`config.mk`:
```
export PLATFORM = sky130hd
export DESIGN_NAME = dm_access_ctrl_flat
export DESIGN_NICKNAME = d
export VERILOG_FILES = /design/src/rtl/dm_access_ctrl_pkg.sv /design/src/rtl/dm_access_ctrl_if.sv /design/src/rtl/dm_access_ctrl_lane_unit.sv /design/src/rtl/dm_access_ctrl.sv /design/src/flat_wrapper.sv
export SDC_FILE = /design/constraint.sdc
export NUM_CORES = 1
export LEC_CHECK = 0
export ABC_CLOCK_PERIOD_IN_PS = 3500
export CAP_MARGIN = 20
export CORE_MARGIN = 1.5
export CORE_UTILIZATION = 35
export CTS_BUF_LIST = sky130_fd_sc_hd__clkbuf_8
export CTS_CLUSTER_SIZE = 10
export DETAILED_ROUTE_END_ITERATION = 8
export REMOVE_ABC_BUFFERS = 1
export SYNTH_ARGS = -nofsm -noshare
export SYNTH_HDL_FRONTEND = slang
export SYNTH_SLANG_ARGS = --single-unit
```
`constraint.sdc`:
```
create_clock -name clk -period 3.5 [get_ports clk]
set_input_delay 0.35 -clock clk [delete_from_list [all_inputs] [get_ports clk]]
set_output_delay 0.35 -clock clk [all_outputs]
set_load 0.02 [all_outputs]
```
`src/rtl/dm_access_ctrl_pkg.sv`:
```
`default_nettype none
// +----------------------------------------------------------------------+
// | Package : dm_access_pkg                                              |
// | Purpose : Shared encodings for the data-memory access controller:    |
// |           access-size codes, FSM state codes, word-index helper.     |
// | Rev     : 1.0  initial release                                       |
// +----------------------------------------------------------------------+
package dm_access_pkg;

   // Access size codes (2'b11 is handled as a word access)
   localparam logic [1:0] SZ_BYTE = 2'b00;
   localparam logic [1:0] SZ_HALF = 2'b01;
   localparam logic [1:0] SZ_WORD = 2'b10;

   // Controller FSM state codes
   localparam logic [1:0] c_st_idle = 2'd0;
   localparam logic [1:0] c_st_rd   = 2'd1;
   localparam logic [1:0] c_st_wr   = 2'd2;

   // Byte address to word index for the word-organised memory
   function automatic logic [31:0] word_index(input logic [31:0] addr);
      return {2'b00, addr[31:2]};
   endfunction

endpackage
`default_nettype wire

```
`src/rtl/dm_access_ctrl_if.sv`:
```
`default_nettype none
// +----------------------------------------------------------------------+
// | Interface : dm_access_ctrl_if                                        |
// | Purpose   : Request/response handshake from EX/MEM plus the data-    |
// |             memory bus (dmwe/dma/dmwd/dmrd).                         |
// |   master : pipeline + memory side (drives requests and dmrd)         |
// |   slave  : access controller (drives ready, memory bus, results)     |
// | Rev       : 1.0  initial release                                     |
// +----------------------------------------------------------------------+
interface dm_access_ctrl_if;
   logic        req_valid;
   logic        req_ready;
   logic        req_we;
   logic [1:0]  req_size;
   logic        req_signed;
   logic [31:0] req_addr;
   logic [31:0] req_wdata;
   logic        dmwe;
   logic [31:0] dma;
   logic [31:0] dmwd;
   logic [31:0] dmrd;
   logic        ld_valid;
   logic [31:0] ld_data;
   logic        misalign;
   logic        addr_err;

   modport master (
      output req_valid, req_we, req_size, req_signed, req_addr, req_wdata, dmrd,
      input  req_ready, dmwe, dma, dmwd, ld_valid, ld_data, misalign, addr_err
   );

   modport slave (
      input  req_valid, req_we, req_size, req_signed, req_addr, req_wdata, dmrd,
      output req_ready, dmwe, dma, dmwd, ld_valid, ld_data, misalign, addr_err
   );
endinterface
`default_nettype wire

```
`src/rtl/dm_access_ctrl_lane_unit.sv`:
```
`default_nettype none
// +----------------------------------------------------------------------+
// | Module  : dm_lane_unit                                               |
// | Purpose : Combinational little-endian lane logic.                    |
// |   old_word  in  32  word read from memory                            |
// |   wdata     in  32  store data (low byte/half for sub-word)          |
// |   size      in   2  access size code                                 |
// |   lane      in   2  byte address bits [1:0]                          |
// |   sign_ext  in   1  sign-extend load result                          |
// |   merged    out 32  old_word with addressed lane replaced            |
// |   extracted out 32  extended load result                             |
// | Rev     : 1.0  initial release                                       |
// +----------------------------------------------------------------------+
module dm_lane_unit
   import dm_access_pkg::*;
(
   input  logic [31:0] old_word,
   input  logic [31:0] wdata,
   input  logic [1:0]  size,
   input  logic [1:0]  lane,
   input  logic        sign_ext,
   output logic [31:0] merged,
   output logic [31:0] extracted
);

   logic [7:0]  w_byte;
   logic [15:0] w_half;

   always_comb begin
      w_byte = old_word[7:0];
      case (lane)
         2'd0:    w_byte = old_word[7:0];
         2'd1:    w_byte = old_word[15:8];
         2'd2:    w_byte = old_word[23:16];
         default: w_byte = old_word[31:24];
      endcase
      // Half lane is selected by addr[1] only; odd halves never get here
      w_half = lane[1] ? old_word[31:16] : old_word[15:0];
   end

   always_comb begin
      extracted = old_word;
      case (size)
         SZ_BYTE: extracted = {{24{sign_ext & w_byte[7]}}, w_byte};
         SZ_HALF: extracted = {{16{sign_ext & w_half[15]}}, w_half};
         default: extracted = old_word;
      endcase
   end

   always_comb begin
      merged = old_word;
      case (size)
         SZ_BYTE: begin
            case (lane)
               2'd0:    merged[7:0]   = wdata[7:0];
               2'd1:    merged[15:8]  = wdata[7:0];
               2'd2:    merged[23:16] = wdata[7:0];
               default: merged[31:24] = wdata[7:0];
            endcase
         end
         SZ_HALF: begin
            if (lane[1]) merged[31:16] = wdata[15:0];
            else         merged[15:0]  = wdata[15:0];
         end
         default: merged = wdata;
      endcase
   end

endmodule
`default_nettype wire

```
`src/rtl/dm_access_ctrl.sv`:
```
`default_nettype none
// +----------------------------------------------------------------------+
// | Module  : dm_access_ctrl                                             |
// | Purpose : MEM-stage initiator for the word-indexed data memory.      |
// |           Loads take IDLE->RD->IDLE; word stores IDLE->WR; sub-word  |
// |           stores read-modify-write via IDLE->RD->WR.                 |
// |   clk    in  rising-edge clock                                       |
// |   rst_n  in  asynchronous active-low reset                           |
// |   bus    slave modport of dm_access_ctrl_if (request handshake,      |
// |          memory bus, load result and error pulses)                   |
// | Rev     : 1.0  initial release                                       |
// +----------------------------------------------------------------------+
module dm_access_ctrl
   import dm_access_pkg::*;
#(
   parameter int DEPTH = 64
)(
   input  logic             clk,
   input  logic             rst_n,
   dm_access_ctrl_if.slave  bus
);

   logic [1:0]  r_state;
   logic        r_dmwe;
   logic [31:0] r_dma;
   logic [31:0] r_dmwd;
   logic        r_ld_valid;
   logic [31:0] r_ld_data;
   logic        r_misalign;
   logic        r_addr_err;
   logic        r_we;
   logic [1:0]  r_size;
   logic [1:0]  r_lane;
   logic        r_signed;
   logic [31:0] r_wdata;

   logic        w_accept;
   logic        w_is_word;
   logic        w_is_half;
   logic        w_misalign;
   logic        w_range_err;
   logic [31:0] w_index;
   logic [31:0] w_merged;
   logic [31:0] w_extracted;

   assign w_accept    = bus.req_valid & (r_state == c_st_idle);
   assign w_is_word   = bus.req_size[1];
   assign w_is_half   = (bus.req_size == SZ_HALF);
   assign w_misalign  = (w_is_half & bus.req_addr[0]) | (w_is_word & (|bus.req_addr[1:0]));
   assign w_index     = word_index(bus.req_addr);
   assign w_range_err = (w_index >= 32'(DEPTH));

   // Lane logic always works on the latched request and the live read data
   dm_lane_unit u_lane (
      .old_word  (bus.dmrd),
      .wdata     (r_wdata),
      .size      (r_size),
      .lane      (r_lane),
      .sign_ext  (r_signed),
      .merged    (w_merged),
      .extracted (w_extracted)
   );

   always_ff @(posedge clk or negedge rst_n) begin
      if (!rst_n) begin
         r_state    <= c_st_idle;
         r_dmwe     <= 1'b0;
         r_dma      <= '0;
         r_dmwd     <= '0;
         r_ld_valid <= 1'b0;
         r_ld_data  <= '0;
         r_misalign <= 1'b0;
         r_addr_err <= 1'b0;
         r_we       <= 1'b0;
         r_size     <= SZ_WORD;
         r_lane     <= 2'd0;
         r_signed   <= 1'b0;
         r_wdata    <= '0;
      end else begin
         // Status outputs are single-cycle pulses
         r_ld_valid <= 1'b0;
         r_misalign <= 1'b0;
         r_addr_err <= 1'b0;
         r_dmwe     <= 1'b0;
         case (r_state)
            c_st_idle: begin
               if (w_accept) begin
                  // Erroring requests leave the memory bus untouched
                  if (w_misalign) begin
                     r_misalign <= 1'b1;
                  end else if (w_range_err) begin
                     r_addr_err <= 1'b1;
                  end else begin
                     r_dma    <= w_index;
                     r_we     <= bus.req_we;
                     r_size   <= bus.req_size;
                     r_lane   <= bus.req_addr[1:0];
                     r_signed <= bus.req_signed;
                     r_wdata  <= bus.req_wdata;
                     if (bus.req_we && w_is_word) begin
                        r_dmwd  <= bus.req_wdata;
                        r_dmwe  <= 1'b1;
                        r_state <= c_st_wr;
                     end else begin
                        r_state <= c_st_rd;
                     end
                  end
               end
            end
            c_st_rd: begin
               if (r_we) begin
                  r_dmwd  <= w_merged;
                  r_dmwe  <= 1'b1;
                  r_state <= c_st_wr;
               end else begin
                  r_ld_data  <= w_extracted;
                  r_ld_valid <= 1'b1;
                  r_state    <= c_st_idle;
               end
            end
            c_st_wr: begin
               r_state <= c_st_idle;
            end
            default: begin
               r_state <= c_st_idle;
            end
         endcase
      end
   end

   assign bus.req_ready = (r_state == c_st_idle);
   assign bus.dmwe      = r_dmwe;
   assign bus.dma       = r_dma;
   assign bus.dmwd      = r_dmwd;
   assign bus.ld_valid  = r_ld_valid;
   assign bus.ld_data   = r_ld_data;
   assign bus.misalign  = r_misalign;
   assign bus.addr_err  = r_addr_err;

endmodule
`default_nettype wire
```
`src/flat_wrapper.sv`:
```
// flat-port wrapper written by rule: the top's interface ports become plain ports
module dm_access_ctrl_flat import dm_access_pkg::*;
#(
   parameter int DEPTH = 64
)
  (clk, rst_n, bus_req_valid, bus_req_we, bus_req_size, bus_req_signed, bus_req_addr, bus_req_wdata, bus_dmrd, bus_req_ready, bus_dmwe, bus_dma, bus_dmwd, bus_ld_valid, bus_ld_data, bus_misalign, bus_addr_err);
  dm_access_ctrl_if bus_i ();
  input  logic clk;
  input  logic rst_n;
  input wire logic [$bits(bus_i.req_valid)-1:0] bus_req_valid;
  input wire logic [$bits(bus_i.req_we)-1:0] bus_req_we;
  input wire logic [$bits(bus_i.req_size)-1:0] bus_req_size;
  input wire logic [$bits(bus_i.req_signed)-1:0] bus_req_signed;
  input wire logic [$bits(bus_i.req_addr)-1:0] bus_req_addr;
  input wire logic [$bits(bus_i.req_wdata)-1:0] bus_req_wdata;
  input wire logic [$bits(bus_i.dmrd)-1:0] bus_dmrd;
  output wire logic [$bits(bus_i.req_ready)-1:0] bus_req_ready;
  output wire logic [$bits(bus_i.dmwe)-1:0] bus_dmwe;
  output wire logic [$bits(bus_i.dma)-1:0] bus_dma;
  output wire logic [$bits(bus_i.dmwd)-1:0] bus_dmwd;
  output wire logic [$bits(bus_i.ld_valid)-1:0] bus_ld_valid;
  output wire logic [$bits(bus_i.ld_data)-1:0] bus_ld_data;
  output wire logic [$bits(bus_i.misalign)-1:0] bus_misalign;
  output wire logic [$bits(bus_i.addr_err)-1:0] bus_addr_err;
  assign bus_i.req_valid = bus_req_valid;
  assign bus_i.req_we = bus_req_we;
  assign bus_i.req_size = bus_req_size;
  assign bus_i.req_signed = bus_req_signed;
  assign bus_i.req_addr = bus_req_addr;
  assign bus_i.req_wdata = bus_req_wdata;
  assign bus_i.dmrd = bus_dmrd;
  assign bus_req_ready = bus_i.req_ready;
  assign bus_dmwe = bus_i.dmwe;
  assign bus_dma = bus_i.dma;
  assign bus_dmwd = bus_i.dmwd;
  assign bus_ld_valid = bus_i.ld_valid;
  assign bus_ld_data = bus_i.ld_data;
  assign bus_misalign = bus_i.misalign;
  assign bus_addr_err = bus_i.addr_err;
  dm_access_ctrl #(.DEPTH(DEPTH)) u_core (.clk(clk), .rst_n(rst_n), .bus(bus_i));
endmodule
```
==> out/metrics.yaml, run 1 <==
synthesis:
  synth_top_area_share_pct: 51.21
  ys_warn_count: 0
  synth_area_mm2: 0.006694
  synth_cell_types: 46
  synth_cells: 621
  yosysSeqAreaShare_pct: 51.61
  synth_enable_flop_cells: 0
  syn_area_per_cell_um2: 10.78
  synthFlopType: "dfrtp_1"
  yosysTopAreaCell: "dfrtp_1"
  synth.area.top_cells: "dfrtp_1 (51%), mux2_2 (12%), nand2_1 (2.9%)"
  async_flop_share_pct: 100.0
  ys_ff_latch: 138
routing:
  drt-pass1-iter-count: 4
  post_drt_wl_per_cell_um: 21.04
  drtIter0Drc: 384
  drc: 0
  drt-total-wl_um: 22080
  route.vias.total: 5884
  vias_per_cell: 5.609
  antenna_left: 0
layout:
  fin_nets: 905
  num_antenna_cells: 0
  layout_commonest_cell: "clkdlybuf4s50_1"
  area_growth_pct: 38.88
  fin_util_pct: 49.70
  fill_cells: 1693
  layout_common_cells: "clkdlybuf4s50_1 (200), dfrtp_1 (137), mux2_2 (69)"
  layout-drive-gt1-share_pct: 14.85
sta:
  fin_skew_ns: 0.01422
  timing.final.hold_violations: 5
  fmax_mhz: 381.1
  hold_ws_ns: -0.02036
  timing.final.max_slew_violations: 0
  rsz0062_at_grt: "no"
  maxSlewHeadroom_pct: 30.47
  fin_crit_sh_pct: 74.97
  fin_crit_ns: 2.624
  worst_pin_slew_ns: 1.032
  final-setup-viol-count: 0
  fin_setup_tns_ns: 0
floorplan:
  start_util_pct: 35.79
  die_h_um: 141.3
  die-area_mm2: 0.01996
  num_rows: 50
  die_w_um: 141.3
  core_mm2: 0.01871
  io_pins: 204
clock_network:
  cts_setup_buffers: 0
  cts_buffer_depth: 2
  clk-insertion-delay-late_ns: 0.45
  root_buffer: "clkbuf_8"
  cts_resized: 0
  numCtsBuffers: 17
  path_clk_slew_ns: 0.08
  cts.sinks: 138
  hold_buffers: 0
  cts_tree: "done"
  htreeDepth: 4
placement:
  dp.final_hpwl_um: 15780
  place.gp.congestion: 0.8638
  port_buffers: 201
global_route:
  antenna_found_initial: 0
  grt_start_max_net_pins: 97
  grt_pass1_vias: 6145
  grtUsageTotal_pct: 22.36
  grt_overflow: 0
  grt_pass1_wl_um: 34200
power_and_ir_drop:
  p_leak_nw: 4.104
  comb_power_share_pct: 7.0
  ir_drop_uv: 256.4
  power.switching_mw: 0.7357
  p_int_mw: 2.550
  p_seq_share_pct: 48.6
  clkPwrFrac_pct: 44.4
  sw_frac_of_total_pct: 22.39
  power.density_mw_per_mm2: 353.4
status:
  violations: "negative hold slack"
  outcome: "finished, violations left"
critical_path:
  timing.rr.start: "u_core.r_state[0]"
  reg2regPathDepth: 5
  startpoint_type: "flop"
  path_class: "flop to flop"
  cp_max_fo: 12
  required_ns: 3.84
  reg2reg_to: "u_core.bus.ld_data[8]"
  crit_end: "u_core.bus.ld_data[8]"
  cp-end-kind: "flop"
  worstPathArrival_ns: 2.96
  reg2reg_slack_ns: 0.88
  cp-startpoint: "u_core.r_state[0]"
job:
  max_cap_violations: 0
min_path:
  hp-class: "primary input to asynchronous set/reset pin"
-- routing by layer --
metal / global-route usage [%] / share of wire (%)
met1: 29.33 / 44
met2: 35.04 / 46
met5: 0 / 0
met4: 7.511 / 2.3
met3: 7.155 / 7.6
-- logic make-up (layout without fill, tap and decap cells) --
| group | count (synthesis) | after routing | synth area share, % |
|---|---|---|---|
| AO/OA/AOI/OAI | 167 | 167 | 17.96 |
| buffers and inverters | 64 | 257 | 4.710 |
| flip-flops | 138 | 138 | 51.61 |
| multiplexers | 70 | 70 | 11.94 |
| other | 1 | 2 | 0.05602 |
| AND/OR/NAND/NOR | 181 | 181 | 13.72 |
-- cell type report --
class	count	area, um2	share of cell area, %
timing repair buffer	215	2131	22.92
tap	234	292.8	3.149
clock inverter	12	172.7	1.857
clock buffer	20	275.3	2.961
multi-input combinational	420	2930	31.52
sequential	138	3455	37.16
inverter	10	40.04	0.4307
-- power groups by stage --
stage	clock network [mW]	registers (mW)	logic (mW)
finish	1.46	1.60	0.231
detailed placement	0	1.63	0.230
floorplan	0	1.63	0.0346
global placement	0	1.63	0.228
global route	1.57	1.60	0.248
CTS	1.50	1.60	0.232
-- worst max-delay path, stage by stage (launching register included) --
cell	delay [ns]
dfrtp_1	0.62
nor2b_2	0.54
nand2b_1	0.38
inv_1	0.37
o21ai_1	0.32
o22a_1	0.27
-- registers in the layout (all words and copies together), names as in the netlist --
| name | count |
|---|---|
| u_core.r_size | 2 |
| u_core.r_we | 1 |
| u_core.bus.ld_data | 32 |
| u_core.bus.addr_err | 1 |
| u_core.bus.dmwe | 1 |
| u_core.bus.dmwd | 32 |
| u_core.bus.misalign | 1 |
| u_core.r_state | 2 |
| u_core.r_wdata | 32 |
| u_core.r_signed | 1 |
| u_core.bus.dma | 30 |
| u_core.r_lane | 2 |
| u_core.bus.ld_valid | 1 |
-- per-stage QoR --
stage                     setup WS, ns  instances  hold slack [ns]  power (mW)  instance area [um2]
after global placement          0.7619       1017           0.4756       1.855                 8848
after global routing            0.7113       1049          0.03937       3.412                 9296
final                           0.8761       1049         -0.02036       3.285                 9296
after detailed placement        0.6746       1017           0.4739       1.858                 8848
after CTS                       0.9269       1049          0.01973       3.326                 9296
after floorplan                0.09889        568          0.05441       1.665                 6422
-- cell usage after synthesis, types with 9 or more instances --
| master | number |
|---|---|
| nor2b_1 | 27 |
| o211ai_1 | 13 |
| a31oi_1 | 17 |
| dfrtp_1 | 137 |
| a21oi_1 | 16 |
| a221oi_1 | 16 |
| clkbuf_1 | 33 |
| a21o_1 | 10 |
| nand2_1 | 52 |
| nor2_1 | 36 |
| inv_1 | 9 |
| mux2_2 | 69 |
| nand3_1 | 31 |
| o21ai_0 | 25 |
| a211oi_1 | 16 |
-- how the worst min path moves through the flow --
stage                                startpoint               endpoint  slack [ns]
final                                     rst_n     u_core.bus.dma[24]       -0.02
after global routing                      rst_n     u_core.bus.dma[18]        0.04
after CTS                                 rst_n     u_core.bus.dma[18]        0.02
after detailed placement  u_core.bus.ld_data[1]  u_core.bus.ld_data[1]        0.47
after global placement    u_core.bus.ld_data[1]  u_core.bus.ld_data[1]        0.48
after floorplan                           rst_n    u_core.bus.addr_err        0.05
Note: power is estimated with default switching activity, not from simulation.
==> inputs of run 2 (changes only) <==
- ABC_CLOCK_PERIOD_IN_PS: 3500 -> 2590
- clock period: 3.5 -> 2.59 ns (I/O delays scaled with it)
==> run 2 against run 1 <==
Against the previous run:
- the flow now finishes without violations
- die area did not move
- clock skew fell by 0.0028 ns
- register-to-register slack got worse by 0.52 ns
- maximum frequency rose by 17%
- global-route usage rose by 0.39 points
- non-clock buffer count rose by 21
- flip-flop and latch count did not move
- first-iteration DRC count rose by 31%
- critical path type unchanged
==> out/metrics.yaml, run 2 (synthesized netlist as in run 1, its figures left out) <==
sta:
  fmax_mhz: 446.7
  fin_crit_sh_pct: 86.43
  timing.final.hold_violations: 0
  worst_pin_slew_ns: 0.6774
  final-setup-viol-count: 0
  timing.final.max_slew_violations: 0
  setup_ws_ns: 0.3515
  rsz0062_at_grt: "no"
  maxSlewHeadroom_pct: 54.54
  fin_crit_ns: 2.238
  fin_skew_ns: 0.01139
clock_network:
  path_clk_slew_ns: 0.08
  cts_buffer_depth: 2
  cts_setup_buffers: 0
  cts.sinks: 138
  numCtsBuffers: 17
  root_buffer: "clkbuf_8"
  cts_tree: "done"
  htreeDepth: 4
  clk-insertion-delay-late_ns: 0.45
power_and_ir_drop:
  ir_drop_uv: 299.2
  power.density_mw_per_mm2: 426.4
  comb_power_share_pct: 7.9
  p_int_mw: 2.999
  p_leak_nw: 4.158
  clkPwrFrac_pct: 38.0
  power.total_mw: 3.988
  power.switching_mw: 0.9886
  p_seq_share_pct: 54.1
  sw_frac_of_total_pct: 24.79
routing:
  drt-total-wl_um: 22190
  post_drt_wl_per_cell_um: 20.74
  drtIter0Drc: 502
  drt-pass1-iter-count: 5
  drc: 0
  route.vias.total: 5975
  vias_per_cell: 5.584
  antenna_left: 0
global_route:
  antenna_found_initial: 0
  grt_pass1_wl_um: 34750
  grt_start_max_net_pins: 70
  grt_overflow: 0
  grtUsageTotal_pct: 22.75
  grt_pass1_vias: 6295
floorplan:
  core_mm2: 0.01871
  num_rows: 50
  io_pins: 204
  die-area_mm2: 0.01996
  die_w_um: 141.3
  start_util_pct: 35.79
  die_h_um: 141.3
layout:
  fin_nets: 926
  layout-drive-gt1-share_pct: 16.87
  num_antenna_cells: 0
  area_growth_pct: 39.72
  fill_cells: 1709
  layout_common_cells: "clkdlybuf4s50_1 (200), dfrtp_1 (137), mux2_2 (69)"
  layout_commonest_cell: "clkdlybuf4s50_1"
  stdcell_count: 1070
  fin_util_pct: 50.00
critical_path:
  worstPathArrival_ns: 2.57
  required_ns: 2.92
  reg2reg_to: "u_core.r_wdata[1]"
  cp_max_fo: 69
  reg2regPathDepth: 5
  reg2reg_slack_ns: 0.35
  timing.rr.start: "u_core.r_state[1]"
  startpoint_type: "flop"
  path_class: "flop to flop"
  cp-end-kind: "flop"
placement:
  dpl.cell_count: 1036
  place.gp.congestion: 0.8728
  port_buffers: 201
  dp.final_hpwl_um: 16250
  place_ws_ns: 0.1311
min_path:
  hp-class: "primary input to asynchronous set/reset pin"
status:
  outcome: "finished clean"
job:
  max_cap_violations: 0
[run 2: per-stage QoR]
step                setup TNS (ns)  instance area, um2  hold WS, ns
floorplan                   -42.41                6422     -0.03659
global placement                 0                9004       0.2716
detailed placement               0                9004       0.2768
CTS                              0                9348       0.3515
global route                     0                9353       0.3702
finish                           0                9353       0.3628
[run 2: worst max-delay path, stage by stage (launching register included)]
cell	delay, ns
dfrtp_1	0.41
nor3b_1	0.42
o21ai_0	0.30
nor3_4	0.22
buf_12	0.34
mux2_2	0.39
[run 2: routing by layer]
layer  part of all wire, %  vias up  GRT usage (%)  routed length [um]
met2                    46      263          35.42               10290
met1                    43     2977          29.56                9451
li1                      -     2692              -                   -
met3                   8.3       43          7.256                1839
met5                     0        -              0                   0
met4                   2.8        0          8.882                 611
[run 2: repair_timing]
action                                 CTS  global route
resized for setup                        0             0
endpoints found under the hold margin   55             0
hold buffers                             1             0
[run 2: worst max-delay path by stage]
stage	from	to
floorplan	u_core.r_state[0]	u_core.bus.ld_data[10]
global placement	bus_req_valid	u_core.r_wdata[24]
finish	u_core.r_state[1]	u_core.r_wdata[1]
detailed placement	bus_req_valid	u_core.r_wdata[8]
CTS	u_core.r_lane[1]	u_core.bus.dmwd[4]
global route	u_core.r_state[1]	u_core.r_wdata[8]
[run 2: cell type report]
type / instances / area (um2) / area share, %
well taps: 234 / 292.8 / 3.130
repair buffers: 236 / 2301 / 24.60
multi-input cells: 420 / 2930 / 31.33
clock inverters: 14 / 86.33 / 0.9231
inverters: 10 / 40.04 / 0.4281
flip-flops and latches: 138 / 3455 / 36.94
clock buffers: 18 / 247.7 / 2.649
[run 2: power groups by stage]
| stage | combinational, mW | clock, mW | sequential, mW |
|---|---|---|---|
| after global placement | 0.311 | 0 | 2.20 |
| after global routing | 0.340 | 1.66 | 2.16 |
| final | 0.315 | 1.52 | 2.16 |
| after CTS | 0.317 | 1.57 | 2.16 |
| after floorplan | 0.0468 | 0 | 2.20 |
| after detailed placement | 0.314 | 0 | 2.20 |
==> inputs of run 3 (changes only) <==
- CAP_MARGIN: 20 -> not set
- CORE_ASPECT_RATIO: not set -> 0.5
==> run 3 against run 2 <==
Against the previous run:
- sequential power barely moved
- flip-flop and latch count did not move
- global-route usage rose by 0.17 points
- count of clock-buffer cells in the layout fell by 1
==> out/metrics.yaml, run 3 (synthesized netlist as in run 1, its figures left out) <==
sta:
  final-setup-viol-count: 0
  timing.final.hold_violations: 0
  fin_crit_ns: 2.400
  fmax_mhz: 416.7
  setup_ws_ns: 0.1900
  hold_ws_ns: 0.3253
  rsz0062_at_grt: "no"
  fin_skew_ns: 0.01934
  worst_pin_slew_ns: 0.9317
  fin_crit_sh_pct: 92.66
  maxSlewHeadroom_pct: 37.88
  timing.final.max_slew_violations: 0
routing:
  drc: 0
  route.vias.total: 5848
  drt-pass1-iter-count: 5
  vias_per_cell: 5.341
  drtIter0Drc: 414
  post_drt_wl_per_cell_um: 20.44
  drt-total-wl_um: 22380
  antenna_left: 0
layout:
  layout_common_cells: "clkdlybuf4s50_1 (200), dfrtp_1 (137), mux2_2 (69)"
  fill_cells: 1722
  multi_input_area_mm2: 0.002928
  fin_nets: 927
  layout-drive-gt1-share_pct: 16.99
  area_growth_pct: 41.94
  num_antenna_cells: 0
  stdcell_count: 1095
  fin_area_mm2: 0.009502
  layout_commonest_cell: "clkdlybuf4s50_1"
  regArea_mm2: 0.003455
clock_network:
  numCtsBuffers: 17
  root_buffer: "clkbuf_8"
  cts_setup_buffers: 0
  cts.sinks: 138
  htreeDepth: 4
  clk-insertion-delay-late_ns: 0.46
  path_clk_slew_ns: 0.10
  cts_buffer_depth: 2
  cts_tree: "done"
critical_path:
  timing.rr.start: "u_core.r_size[0]"
  startpoint_type: "flop"
  reg2reg_slack_ns: 0.19
  slowest_delay_ns: 0.83
  cp_cell_sequence: "nand2b_1 -> a2111oi_0 -> buf_4 -> a211oi_1 -> mux2_2"
  cp_max_fo: 13
  path_class: "flop to flop"
  reg2reg_to: "u_core.bus.dmwd[4]"
  reg2regPathDepth: 5
  required_ns: 2.93
  slowest_stage: "a2111oi_0"
  cp-end-kind: "flop"
  worstPathArrival_ns: 2.74
status:
  outcome: "finished clean"
floorplan:
  die_w_um: 198.6
  core_mm2: 0.01857
  num_rows: 35
  start_util_pct: 36.05
  io_pins: 204
  die-area_mm2: 0.02001
  die_h_um: 100.8
placement:
  place_ws_ns: 0.1136
  port_buffers: 201
  dp.final_hpwl_um: 16290
  place_area_mm2: 0.009060
  dpl.cell_count: 1063
  place.gp.congestion: 0.8490
global_route:
  grt_pass1_vias: 5978
  antenna_found_initial: 0
  grtUsageTotal_pct: 22.92
  grt_overflow: 0
  grt_start_max_net_pins: 70
  grt_pass1_wl_um: 34420
power_and_ir_drop:
  power.density_mw_per_mm2: 467.3
  ir_drop_uv: 307.1
  power.total_mw: 4.441
  p_leak_nw: 4.198
job:
  max_cap_violations: 0
min_path:
  hp-class: "primary input to asynchronous set/reset pin"
==> run 3: changes by cell type in the layout (fill, tap and decap cells not counted), sizes merged <==
cell      delta
buf          +1
bufinv       +4
clkbuf       -1
clkinv       -2
clkinvlp     -1
inv          -1
==> run 3: repair_timing <==
item	4_1_cts	5_1_grt
endpoints found under the hold margin	55	0
hold buffers	1	0
gates resized for setup	0	0
==> run 3: worst max-delay path by stage <==
stage | start | endpoint | slack [ns] | cells after the start
finish | u_core.r_size[0] | u_core.bus.dmwd[4] | 0.19 | 5
global route | u_core.r_state[0] | u_core.bus.ld_data[14] | 0.08 | 6
CTS | u_core.r_size[0] | u_core.bus.dmwd[4] | 0.24 | 5
detailed placement | bus_req_addr[9] | u_core.bus.dma[5] | 0.11 | 6
global placement | bus_req_addr[9] | u_core.bus.dma[3] | 0.16 | 6
floorplan | u_core.r_state[0] | u_core.bus.ld_data[10] | -0.81 | 5
==> run 3: final cells by class <==
type	instances	area share, %
clock buffers	17	2.462
clock inverters	14	2.081
inverters	10	0.4214
multi-input cells	420	30.81
flip-flops and latches	138	36.36
well taps	259	3.411
repair buffers	237	24.45
==> run 3: worst max-delay path, delay by kind of cell (launching register included) <==
kind | cells | cell delay [ns]
AOI/OAI and AO/OA | 2 | 0.87
DFF | 1 | 0.53
and+or+nand+nor | 1 | 0.41
muxes | 1 | 0.26
buffers and inverters | 1 | 0.22
==> run 3: report_power, final <==
group	switching [mW]	total [mW]	internal (mW)
logic	0.149	0.323	0.174
clock network	0.910	1.96	1.05
registers	0.00118	2.16	2.16
total	1.06	4.44	3.38
==> run 3: through the flow <==
step / utilization (%) / setup TNS, ns
finish: 51.17 / 0
global placement: 48.79 / 0
global route: 51.17 / 0
floorplan: - / -42.41
detailed placement: 48.79 / 0
CTS: 51.17 / 0
==> run 3: per-layer routing <==
layer / part of all wire, % / track usage, %
met4: 1.5 / 6.585
met2: 44 / 34.51
met5: 0 / 0
met3: 7.4 / 6.022
met1: 47 / 32.48
